## config.mk

```make
export PLATFORM = sky130hd
export DESIGN_NAME = uart_link_tx_arbiter
export DESIGN_NICKNAME = d
export VERILOG_FILES = /design/src/rtl/uart_link_pkg.sv /design/src/rtl/rr_pick2.sv /design/src/rtl/uart_link_tx_arbiter.sv
export SDC_FILE = /design/constraint.sdc
export NUM_CORES = 1
export LEC_CHECK = 0
export BUFFER_PORTS_ARGS = -buffer_cell sky130_fd_sc_hd__buf_2
export CORE_MARGIN = 1.5
export CORE_UTILIZATION = 30
export CTS_CLUSTER_DIAMETER = 30
export DETAILED_ROUTE_END_ITERATION = 10
export PLACE_DENSITY = 0.49
export SYNTH_ARGS = -nofsm -noshare
export SYNTH_HDL_FRONTEND = slang
export SYNTH_HIERARCHICAL = 1
export SYNTH_SLANG_ARGS = --single-unit
```

## constraint.sdc

```tcl
create_clock -name clk -period 4.9 [get_ports clk]
set_input_delay 1.47 -clock clk [delete_from_list [all_inputs] [get_ports clk]]
set_output_delay 1.47 -clock clk [all_outputs]
set_load 0.05 [all_outputs]
```

## src/rtl/uart_link_pkg.sv

```systemverilog
// Shared types for the UART link TX arbiter: FSM state encoding and source indices.
package uart_link_pkg;

    typedef enum logic [2:0] {
        IDLE,
        ACCEPT,
        START,
        WAIT_HI,
        WAIT_LO
    } arb_state_t;

    localparam int SRC0 = 0;
    localparam int SRC1 = 1;

    function automatic logic [1:0] src_onehot(input logic src);
        return src ? 2'b10 : 2'b01;
    endfunction

endpackage

```

## src/rtl/rr_pick2.sv

```systemverilog
// Two-way round-robin pick: one-hot winner from two requests, favouring the source that did not own last.
// Purely combinational; no backpressure of its own.
module rr_pick2
    import uart_link_pkg::*;
(
    input  logic [1:0] valid_i,
    input  logic       last_owner_i,
    output logic [1:0] pick_o
);

    always_comb begin
        pick_o = 2'b00;
        if (valid_i[SRC0] && valid_i[SRC1]) begin
            pick_o = src_onehot(!last_owner_i);
        end else if (valid_i[SRC0]) begin
            pick_o = src_onehot(1'b0);
        end else if (valid_i[SRC1]) begin
            pick_o = src_onehot(1'b1);
        end
    end

endmodule

```

## src/rtl/uart_link_tx_arbiter.sv

```systemverilog
// Frame-atomic round-robin share of one UART TX between request (src0) and response (src1) frame builders.
// Accept -> tx_start is 1 cycle; sources are held off (ready=0) except in ACCEPT for the owner while TX is idle.
module uart_link_tx_arbiter
    import uart_link_pkg::*;
#(
    parameter int DATA_W         = 8,
    parameter int TIMEOUT_CYCLES = 10000,
    parameter int BUSY_WAIT      = 4
) (
    input  logic              clk,
    input  logic              rst,
    input  logic              s0_valid,
    input  logic [DATA_W-1:0] s0_data,
    input  logic              s0_last,
    output logic              s0_ready,
    input  logic              s1_valid,
    input  logic [DATA_W-1:0] s1_data,
    input  logic              s1_last,
    output logic              s1_ready,
    output logic              tx_start,
    output logic [DATA_W-1:0] tx_data,
    input  logic              tx_busy,
    output logic [1:0]        grant,
    output logic              frame_done,
    output logic              timeout_err
);

    localparam int TW = (TIMEOUT_CYCLES > 1) ? $clog2(TIMEOUT_CYCLES) : 1;
    localparam int BW = (BUSY_WAIT > 1) ? $clog2(BUSY_WAIT) : 1;
    localparam logic [TW-1:0] TOUT_LAST = TW'(TIMEOUT_CYCLES - 1);
    localparam logic [BW-1:0] BUSY_LAST = BW'(BUSY_WAIT - 1);

    arb_state_t        state_q;
    logic [1:0]        grant_q;
    logic              last_owner_q;
    logic [DATA_W-1:0] tx_data_q;
    logic              last_q;
    logic              tx_start_q;
    logic              frame_done_q;
    logic              timeout_err_q;
    logic [TW-1:0]     tout_cnt_q;
    logic [BW-1:0]     busy_cnt_q;

    logic [1:0]        pick;
    logic              acc_en;
    logic              xfer;
    logic              sel_valid;
    logic [DATA_W-1:0] sel_data;
    logic              sel_last;
    logic              owner;

    rr_pick2 u_pick (
        .valid_i      ({s1_valid, s0_valid}),
        .last_owner_i (last_owner_q),
        .pick_o       (pick)
    );

    // Ready only while the owner may hand a byte over and the serializer is free.
    assign acc_en    = (state_q == ACCEPT) && !tx_busy;
    assign s0_ready  = acc_en && grant_q[SRC0] && s0_valid;
    assign s1_ready  = acc_en && grant_q[SRC1] && s1_valid;
    assign xfer      = s0_ready || s1_ready;
    assign sel_valid = (grant_q[SRC0] && s0_valid) || (grant_q[SRC1] && s1_valid);
    assign sel_data  = grant_q[SRC1] ? s1_data : s0_data;
    assign sel_last  = grant_q[SRC1] ? s1_last : s0_last;
    assign owner     = grant_q[SRC1];

    always_ff @(posedge clk) begin
        if (rst) begin
            state_q       <= IDLE;
            grant_q       <= 2'b00;
            last_owner_q  <= 1'b1;
            tx_data_q     <= '0;
            last_q        <= 1'b0;
            tx_start_q    <= 1'b0;
            frame_done_q  <= 1'b0;
            timeout_err_q <= 1'b0;
            tout_cnt_q    <= '0;
            busy_cnt_q    <= '0;
        end else begin
            tx_start_q    <= 1'b0;
            frame_done_q  <= 1'b0;
            timeout_err_q <= 1'b0;
            case (state_q)
                IDLE: begin
                    if (|pick) begin
                        grant_q <= pick;
                        state_q <= ACCEPT;
                    end
                end
                ACCEPT: begin
                    if (xfer) begin
                        tx_data_q  <= sel_data;
                        last_q     <= sel_last;
                        tout_cnt_q <= '0;
                        tx_start_q <= 1'b1;
                        state_q    <= START;
                    end else if (tout_cnt_q == TOUT_LAST) begin
                        // Stalled owner loses its turn so the other source is favoured next.
                        timeout_err_q <= 1'b1;
                        grant_q       <= 2'b00;
                        last_owner_q  <= owner;
                        tout_cnt_q    <= '0;
                        state_q       <= IDLE;
                    end else if (!sel_valid) begin
                        tout_cnt_q <= tout_cnt_q + TW'(1);
                    end
                end
                START: begin
                    busy_cnt_q <= '0;
                    state_q    <= WAIT_HI;
                end
                WAIT_HI: begin
                    // A TX that never reports busy must not wedge the link.
                    if (tx_busy || busy_cnt_q == BUSY_LAST) begin
                        state_q <= WAIT_LO;
                    end else begin
                        busy_cnt_q <= busy_cnt_q + BW'(1);
                    end
                end
                WAIT_LO: begin
                    if (!tx_busy) begin
                        if (last_q) begin
                            frame_done_q <= 1'b1;
                            last_owner_q <= owner;
                            grant_q      <= 2'b00;
                            state_q      <= IDLE;
                        end else begin
                            state_q <= ACCEPT;
                        end
                    end
                end
                default: state_q <= IDLE;
            endcase
        end
    end

    assign tx_start    = tx_start_q;
    assign tx_data     = tx_data_q;
    assign grant       = grant_q;
    assign frame_done  = frame_done_q;
    assign timeout_err = timeout_err_q;

endmodule
```

==> results.py, run 1 <==
metrics = {
    "global_routing": {
        "grt_pass1_wl_um": 7734,
        "grt_overflow": 0,
        "antenna_found_initial": 0,
        "grt_pass1_vias": 1677,
        "grt_usage_pct": 14.80,
        "grt_start_max_net_pins": 24,
    },
    "worst_setup_path": {
        "critPathLaunchType": "primary input",
        "rrSetupSlack_ps": 2110,
        "end_kind": "output pin",
        "path_class": "primary input to output pin",
        "cp_max_fo": 14,
        "critical_path_arrival_ps": 2520,
        "crit_required_ps": 3430,
    },
    "timing": {
        "finalSetupViolCount": 0,
        "min_period_over_period_pct": 81.49,
        "final.setup.tns_ps": 0,
        "fin_skew_ps": 7.048,
        "slew_viol_final": 0,
        "fmax_mhz": 250.4,
        "finalHoldViolCount": 0,
        "rsz0062_at_grt": "false",
        "worstMarginPinSlew_ps": 965.5,
        "slew_headroom_pct": 35.63,
        "timing.final.crit_period_ps": 3993,
        "hold_ws_ps": 479.1,
    },
    "die": {
        "core_um2": 5991,
        "fp.dieArea_um2": 6778,
        "row_count": 28,
        "initial_core_util_pct": 31.52,
        "ios": 38,
        "chipWidth_um": 82.33,
        "fp.dieH_um": 82.33,
    },
    "drt": {
        "m1WireLength_um": 2345,
        "wl_met3_um": 242,
        "firstDrtPassIters": 4,
        "met2WireLength_um": 1900,
        "drt_wl_total_um": 4556,
        "via_per_inst": 5.355,
        "top_layer": "met4",
        "wl_per_cell_um": 13.60,
        "vias": 1794,
        "route.detailed.drc": 0,
        "drtIter0Drc": 131,
        "ant_nets": 0,
    },
    "yosys": {
        "yosysSeqAreaShare_pct": 36.05,
        "ys_seq_elements": 34,
        "synthAdderAreaFrac_pct": 1.325,
        "yosys-top-cells-area": "dfxtp_1 36%, mux2i_1 8.0%, a211oi_1 4.0%",
        "yosys.area_share.simple_pct": 25.45,
        "synth_edf_count": 0,
        "synth_top_family_by_area": "simple AND/OR/NAND/NOR gates",
        "synth_top_cell_by_area": "dfxtp_1",
        "synth_ff_type": "dfxtp_1",
        "synth_compound_area_share_pct": 21.21,
        "synth_xor_area_share_pct": 0.4639,
        "syn_inst": 228,
        "muxShareOfSynthArea_pct": 7.952,
        "syn-mean-instance-area_um2": 8.281,
        "synthArstFlopShare_pct": 0,
        "synth_fp_nets": 253,
        "ys_warn_count": 6,
        "synthesis.area_um2": 1888,
        "synth_top_area_share_pct": 36.05,
        "synth.distinct_cells": 48,
    },
    "flow_run": {
        "maxCapViolCount": 0,
    },
    "min_path": {
        "hold_class": "flip-flop to flip-flop",
    },
    "power_and_ir_drop": {
        "leakage_nw": 0.8156,
        "peakVddDrop_mv": 0.1290,
        "p_per_area_nw_per_um2": 285.7,
    },
    "placed_design": {
        "port_buffers": 37,
        "gp_congestion": 0.7867,
        "placedCellCount": 327,
        "hpwl_um": 3177,
        "placed_area_um2": 2103,
    },
    "clock_tree": {
        "clockRootBuffer": "clkbuf_8",
        "postCtsHoldBufs": 0,
        "cts-buffers-inserted": 5,
        "cts.clk_slew.worst_paths_ps": 80,
        "htree_num_levels": 2,
        "cts_tree": "yes",
        "cts_resized": 0,
        "cts_buffer_depth": 2,
        "cts_sinks": 34,
        "cts_setup_buffers": 0,
        "clk_latency_ps": 290,
    },
    "cells_and_area": {
        "n_antenna_cell": 0,
        "nNetsFinal": 284,
        "final_cells": 335,
        "nFillCells": 642,
        "syn_to_final_growth_pct": 17.23,
        "layout-drive-gt1-share_pct": 20.38,
        "stdcell_area_um2": 2213,
    },
    "outcome": {
        "status": "finished clean",
    },
}
## through the flow
step	setup WS [ps]	util, %	power (W)
finish	907.0	36.95	0.0006323
CTS	921.6	36.95	0.0006418
global placement	934.5	35.11	0.0003899
global route	862.5	36.95	0.0006612
detailed placement	929.8	35.11	0.0003897
floorplan	902.9	-	0.0003635
## final cells by class
class | instances | area [µm²] | area share [%]
multi-input cells | 162 | 1065 | 48.11
well taps | 75 | 93.84 | 4.240
inverters | 17 | 63.81 | 2.883
clock buffers | 8 | 110.1 | 4.975
flip-flops and latches | 34 | 680.7 | 30.75
repair buffers | 39 | 200.2 | 9.045
## cell usage in the layout (no fill, tap or decap), types with 3 or more instances in the layout
cell type	n
inv_1	17
clkbuf_8	8
nand3_1	15
buf_2	37
nor3_1	8
dfxtp_1	34
o21ai_0	5
o221ai_1	3
and3_1	4
nand4_1	8
o2111ai_1	4
nand2_1	15
nor2_1	20
a21oi_1	6
o211ai_1	8
nand2b_1	3
a211oi_1	10
mux2i_1	15
nor4_1	4
## final timing paths
check	depth (start not counted)	startpoint	to
max	5	tx_busy	s0_ready
min	2	last_q	frame_done
min reg2reg	2	last_q	frame_done
max reg2reg	5	tout_cnt_q[0]	tout_cnt_q[6]
## layer usage
metal | track usage [%] | vias up
li1 | - | 922
met1 | 20.39 | 808
met2 | 22.76 | 57
met3 | 3.407 | 7
met4 | 4.576 | 0
met5 | 0 | -
## worst max-delay path: stages
cell	delay, ps
buf_2	180
nor4b_1	270
buf_4	200
and3_1	150
buf_2	250
## registers in the layout (all words and copies together), names as in the netlist
name,flops
tout_cnt_q,14
timeout_err,1
state_q,3
busy_cnt_q,2
frame_done,1
grant,2
tx_data,8
last_q,1
tx_start,1
last_owner_q,1
## cell families (layout without fill, tap and decap cells)
family | after synthesis | in the layout
AO/OA/AOI/OAI | 54 | 54
XOR/XNOR | 1 | 1
AND/OR/NAND/NOR | 90 | 90
multiplexers | 15 | 15
adder cells (fa/ha/maj) | 2 | 2
flip-flops | 34 | 34
buffers and inverters | 32 | 64
## cell usage after synthesis, types with 3 or more instances
master / number
nand3_1: 15
nand4_1: 8
nor2_1: 20
and3_1: 4
a21oi_1: 6
o2111ai_1: 4
clkbuf_1: 6
o21ai_0: 5
dfxtp_1: 34
nand2b_1: 3
buf_1: 3
o211ai_1: 8
inv_1: 17
nor3_1: 8
nand2_1: 15
buf_2: 3
nor4_1: 4
o221ai_1: 3
mux2i_1: 15
a211oi_1: 10
## report_power, final
part           switching, W  internal, W  leakage [nW]
logic             0.0000516    0.0000345         0.483
clock network      0.000107     0.000142        0.0575
registers         0.0000125     0.000284         0.275
total              0.000172     0.000461         0.816
Note: power is estimated with default switching activity, not from simulation.
==> run 2, diff against run 1 <==
--- a/config.mk
+++ b/config.mk
@@ -5,6 +5,7 @@
 export SDC_FILE = /design/constraint.sdc
 export NUM_CORES = 1
 export LEC_CHECK = 0
+export ABC_AREA = 1
 export BUFFER_PORTS_ARGS = -buffer_cell sky130_fd_sc_hd__buf_2
 export CORE_MARGIN = 1.5
 export CORE_UTILIZATION = 30
==> constraint.sdc (replaced) <==
create_clock -name clk -period 4.1 [get_ports clk]
set_input_delay 1.23 -clock clk [delete_from_list [all_inputs] [get_ports clk]]
set_output_delay 1.23 -clock clk [all_outputs]
set_load 0.05 [all_outputs]
==> results.py, run 2 <==
metrics = {
    "outcome": {
        "status": "finished clean",
    },
    "drt": {
        "wl_per_cell_um": 11.32,
        "route.detailed.drc": 0,
        "vias": 1976,
        "via_per_inst": 4.585,
        "firstDrtPassIters": 4,
        "drtIter0Drc": 94,
        "ant_nets": 0,
        "drt_wl_total_um": 4877,
    },
    "die": {
        "fp.dieArea_um2": 7103,
        "core_um2": 6350,
        "chipWidth_um": 84.28,
        "row_count": 29,
        "ios": 38,
        "initial_core_util_pct": 31.21,
        "fp.dieH_um": 84.28,
    },
    "cells_and_area": {
        "syn_to_final_growth_pct": 17.74,
        "layout-drive-gt1-share_pct": 17.23,
        "nNetsFinal": 378,
        "regMostFlops": "tout_cnt_q",
        "n_antenna_cell": 0,
        "nFillCells": 673,
        "final_cells": 431,
        "largest_reg_flops": 14,
        "final_cell_mix": "95 x nand2_1, 50 x nor2_1, 37 x inv_1, 37 x buf_2, 34 x dfxtp_1",
        "layout_commonest_cell": "nand2_1",
    },
    "clock_tree": {
        "cts.clk_slew.worst_paths_ps": 70,
        "cts_resized": 0,
        "cts_sinks": 34,
        "clk_latency_ps": 290,
        "clockRootBuffer": "clkbuf_8",
        "postCtsHoldBufs": 0,
        "htree_num_levels": 2,
        "cts_buffer_depth": 2,
        "cts-buffers-inserted": 5,
        "cts_setup_buffers": 0,
        "cts_tree": "yes",
    },
    "min_path": {
        "min_to": "tx_data[5]",
        "whs_path_depth": 2,
        "hold_class": "flip-flop to flip-flop",
        "worstHoldStart": "tx_data[5]",
    },
    "worst_setup_path": {
        "path_class": "primary input to output pin",
        "cp-startpoint": "tx_busy",
        "reg2regPathDepth": 9,
        "critPathLaunchType": "primary input",
        "critical_path_arrival_ps": 2020,
        "rr_startpoint": "grant[1]",
        "cp_max_fo": 5,
        "rr_endpoint": "tout_cnt_q[9]",
        "end_kind": "output pin",
        "rrSetupSlack_ps": 2160,
        "crit_required_ps": 2870,
    },
    "timing": {
        "slew_headroom_pct": 57.00,
        "finalSetupViolCount": 0,
        "min_period_over_period_pct": 79.21,
        "rsz0062_at_grt": "false",
        "slew_viol_final": 0,
        "final.setup.tns_ps": 0,
        "timing.final.crit_period_ps": 3248,
        "fin_skew_ps": 8.622,
        "finalHoldViolCount": 0,
        "fmax_mhz": 307.9,
        "worstMarginPinSlew_ps": 644.2,
        "fin_ws_ps": 852.3,
    },
    "yosys": {
        "syn_inst": 314,
        "synthesis.area_um2": 1982,
        "yosys-top-cells-area": "dfxtp_1 34%, nand2_1 18%, nor2_1 9.5%",
        "synth.most_common_cell": "nand2_1",
        "synth.distinct_cells": 32,
        "synth_fp_nets": 339,
        "synth_common_cells": "95 x nand2_1, 50 x nor2_1, 37 x inv_1",
        "syn-mean-instance-area_um2": 6.312,
        "synth_top_cell_by_area": "dfxtp_1",
        "yosysSeqAreaShare_pct": 34.34,
        "synth_top_area_share_pct": 34.34,
        "synthArstFlopShare_pct": 0,
        "ys_seq_elements": 34,
        "synth_edf_count": 0,
        "ys_warn_count": 6,
        "synth_ff_type": "dfxtp_1",
    },
    "power_and_ir_drop": {
        "peakVddDrop_mv": 0.2042,
        "p_per_area_nw_per_um2": 373.2,
        "leakage_nw": 1.142,
    },
    "flow_run": {
        "maxCapViolCount": 0,
    },
    "global_routing": {
        "grt_overflow": 0,
        "antenna_found_initial": 0,
        "grt_pass1_wl_um": 8066,
        "grt_pass1_vias": 1824,
        "grt_start_max_net_pins": 18,
        "grt_usage_pct": 14.13,
    },
    "placed_design": {
        "gp_congestion": 0.8370,
        "post-place-ws_ps": 845.9,
        "hpwl_um": 3558,
        "port_buffers": 37,
        "placedCellCount": 423,
    },
}
run 2: metrics by stage:
step	hold WS (ps)	total power (W)	util, %	area, µm²
final	488.9	0.0008708	36.75	2333
after global routing	528.5	0.0009246	36.75	2333
after CTS	497.0	0.0008799	36.75	2333
after detailed placement	474.1	0.0006105	35.25	2238
after global placement	474.1	0.0006109	35.25	2238
after floorplan	445.1	0.0005600	-	1982
run 2: worst max-delay path by stage:
stage               endpoint  slack [ps]  cells past startpoint
detailed placement  s0_ready         850                      5
CTS                 s0_ready         840                      5
global route        s1_ready         720                      5
finish              s0_ready         850                      5
floorplan           s0_ready         740                      3
global placement    s0_ready         850                      5
run 2: cells by family after synthesis:
group | Yosys count | share of synthesized area [%]
buffers and inverters | 48 | 9.595
AND/OR/NAND/NOR | 194 | 42.74
AO/OA/AOI/OAI | 26 | 7.134
XOR/XNOR | 2 | 0.8840
flip-flops | 34 | 34.34
multiplexers | 8 | 4.041
adder cells (fa/ha/maj) | 2 | 1.262
run 2: critical path, stage by stage:
cell,delay [ps]
buf_2,140
inv_1,50
nand4_1,190
nor2_1,140
buf_2,270
run 2: routing by layer:
layer  part of all wire (%)  GRT usage (%)
met1                     51          18.09
met2                     44          23.05
met3                    3.8          2.950
met4                    1.1          5.961
met5                      0              0
run 2: where the power goes:
group	leakage (nW)	internal (W)	switching [W]	total [W]
Clock	0.0472	0.000135	0.000133	0.000268
Sequential	0.276	0.000352	0.0000302	0.000382
Combinational	0.818	0.0000750	0.000145	0.000220
Total	1.14	0.000562	0.000309	0.000871
run 2: cell type report:
class,count,area [µm²],area share (%)
timing repair buffer,38,192.7,8.257
multi-input combinational,232,1111,47.61
tap,77,96.34,4.129
clock buffer,6,82.58,3.539
clock inverter,2,12.51,0.5362
inverter,42,157.7,6.756
sequential,34,680.7,29.17
==> run 3, diff against run 2 <==
==> constraint.sdc (replaced) <==
create_clock -name clk -period 3.25 [get_ports clk]
set_input_delay 0.975 -clock clk [delete_from_list [all_inputs] [get_ports clk]]
set_output_delay 0.975 -clock clk [all_outputs]
set_load 0.05 [all_outputs]
==> results.py, run 3 (synthesis gave the netlist of run 2 again) <==
metrics = {
    "min_path": {
        "hold_class": "flip-flop to flip-flop",
    },
    "die": {
        "ios": 38,
        "fp.dieArea_um2": 7103,
        "initial_core_util_pct": 31.21,
        "row_count": 29,
        "chipWidth_um": 84.28,
        "fp.dieH_um": 84.28,
        "core_um2": 6350,
    },
    "timing": {
        "final.setup.tns_ps": 0,
        "timing.final.crit_period_ps": 2742,
        "rsz0062_at_grt": "false",
        "finalSetupViolCount": 0,
        "min_period_over_period_pct": 84.38,
        "finalHoldViolCount": 0,
        "fmax_mhz": 364.6,
        "fin_ws_ps": 507.6,
        "slew_headroom_pct": 72.32,
        "fin_skew_ps": 7.120,
        "worstMarginPinSlew_ps": 414.2,
        "slew_viol_final": 0,
    },
    "global_routing": {
        "grt_pass1_wl_um": 8480,
        "grt_pass1_vias": 1881,
        "grt_usage_pct": 14.79,
        "grt_start_max_net_pins": 18,
        "grt_overflow": 0,
        "antenna_found_initial": 0,
    },
    "clock_tree": {
        "clockRootBuffer": "clkbuf_8",
        "htree_num_levels": 2,
        "cts_buffer_depth": 2,
        "clk_latency_ps": 300,
        "cts.clk_slew.worst_paths_ps": 80,
        "postCtsHoldBufs": 0,
        "cts_sinks": 34,
        "cts_tree": "yes",
        "cts_resized": 0,
        "cts_setup_buffers": 0,
        "cts-buffers-inserted": 5,
    },
    "worst_setup_path": {
        "rrSetupSlack_ps": 1570,
        "cp_max_fo": 5,
        "path_class": "primary input to output pin",
        "crit_required_ps": 2270,
        "end_kind": "output pin",
        "critPathLaunchType": "primary input",
        "critical_path_arrival_ps": 1770,
    },
    "cells_and_area": {
        "regArea_um2": 680.7,
        "layout-drive-gt1-share_pct": 17.46,
        "fin_util_pct": 37.54,
        "nFillCells": 685,
        "n_antenna_cell": 0,
        "largest_reg_flops": 14,
        "final_cell_mix": "95 x nand2_1, 50 x nor2_1, 37 x inv_1, 37 x buf_2, 34 x dfxtp_1",
        "multiInputGateArea_um2": 1111,
        "syn_to_final_growth_pct": 20.27,
        "layout_commonest_cell": "nand2_1",
        "regMostFlops": "tout_cnt_q",
        "nNetsFinal": 379,
    },
    "drt": {
        "vias": 1986,
        "drtIter0Drc": 68,
        "firstDrtPassIters": 4,
        "via_per_inst": 4.597,
        "ant_nets": 0,
        "drt_wl_total_um": 4860,
        "wl_per_cell_um": 11.25,
        "route.detailed.drc": 0,
    },
    "power_and_ir_drop": {
        "peakVddDrop_mv": 0.2036,
        "power.total_w": 0.001248,
        "p_per_area_nw_per_um2": 523.4,
        "leakage_nw": 1.168,
    },
    "placed_design": {
        "post-place-ws_ps": 495.1,
        "gp_congestion": 0.8161,
        "port_buffers": 37,
        "hpwl_um": 3571,
    },
    "outcome": {
        "status": "finished clean",
    },
    "flow_run": {
        "maxCapViolCount": 0,
    },
}
run 3: power breakdown:
group          switching (W)  leakage, nW  total [W]  internal, W
Combinational       0.000198        0.824   0.000296    0.0000975
Sequential         0.0000234        0.276   0.000468     0.000444
Clock               0.000177       0.0683   0.000485     0.000307
run 3: routing by layer:
metal	track usage [%]	part of all wire (%)
met3	3.147	4.8
met1	19.55	50
met5	0	0
met2	23.35	44
met4	6.259	1.9
run 3: final timing paths:
kind	startpoint	endpoint	depth (start not counted)
max	tx_busy	s0_ready	5
min	tx_data[2]	tx_data[2]	2
max reg2reg	state_q[1]	tout_cnt_q[8]	10
min reg2reg	tx_data[2]	tx_data[2]	2
run 3: area by class of cell:
type	instances	share of cell area, %
clock inverters	3	2.887
inverters	42	6.614
flip-flops and latches	34	28.56
multi-input cells	232	46.61
repair buffers	39	8.399
well taps	77	4.042
clock buffers	5	2.887
run 3: worst max-delay path, stage by stage:
cell	delay (ps)
buf_2	140
inv_1	60
nand4_1	190
nor2_1	140
buf_2	270
run 3: per-stage QoR:
stage	hold slack, ps	area [µm²]	std cells
2_1_floorplan	445.1	1982	314
3_3_place_gp	466.4	2246	424
3_5_place_dp	474.4	2246	424
4_1_cts	493.9	2384	432
5_1_grt	531.2	2384	432
6_report	494.4	2384	432
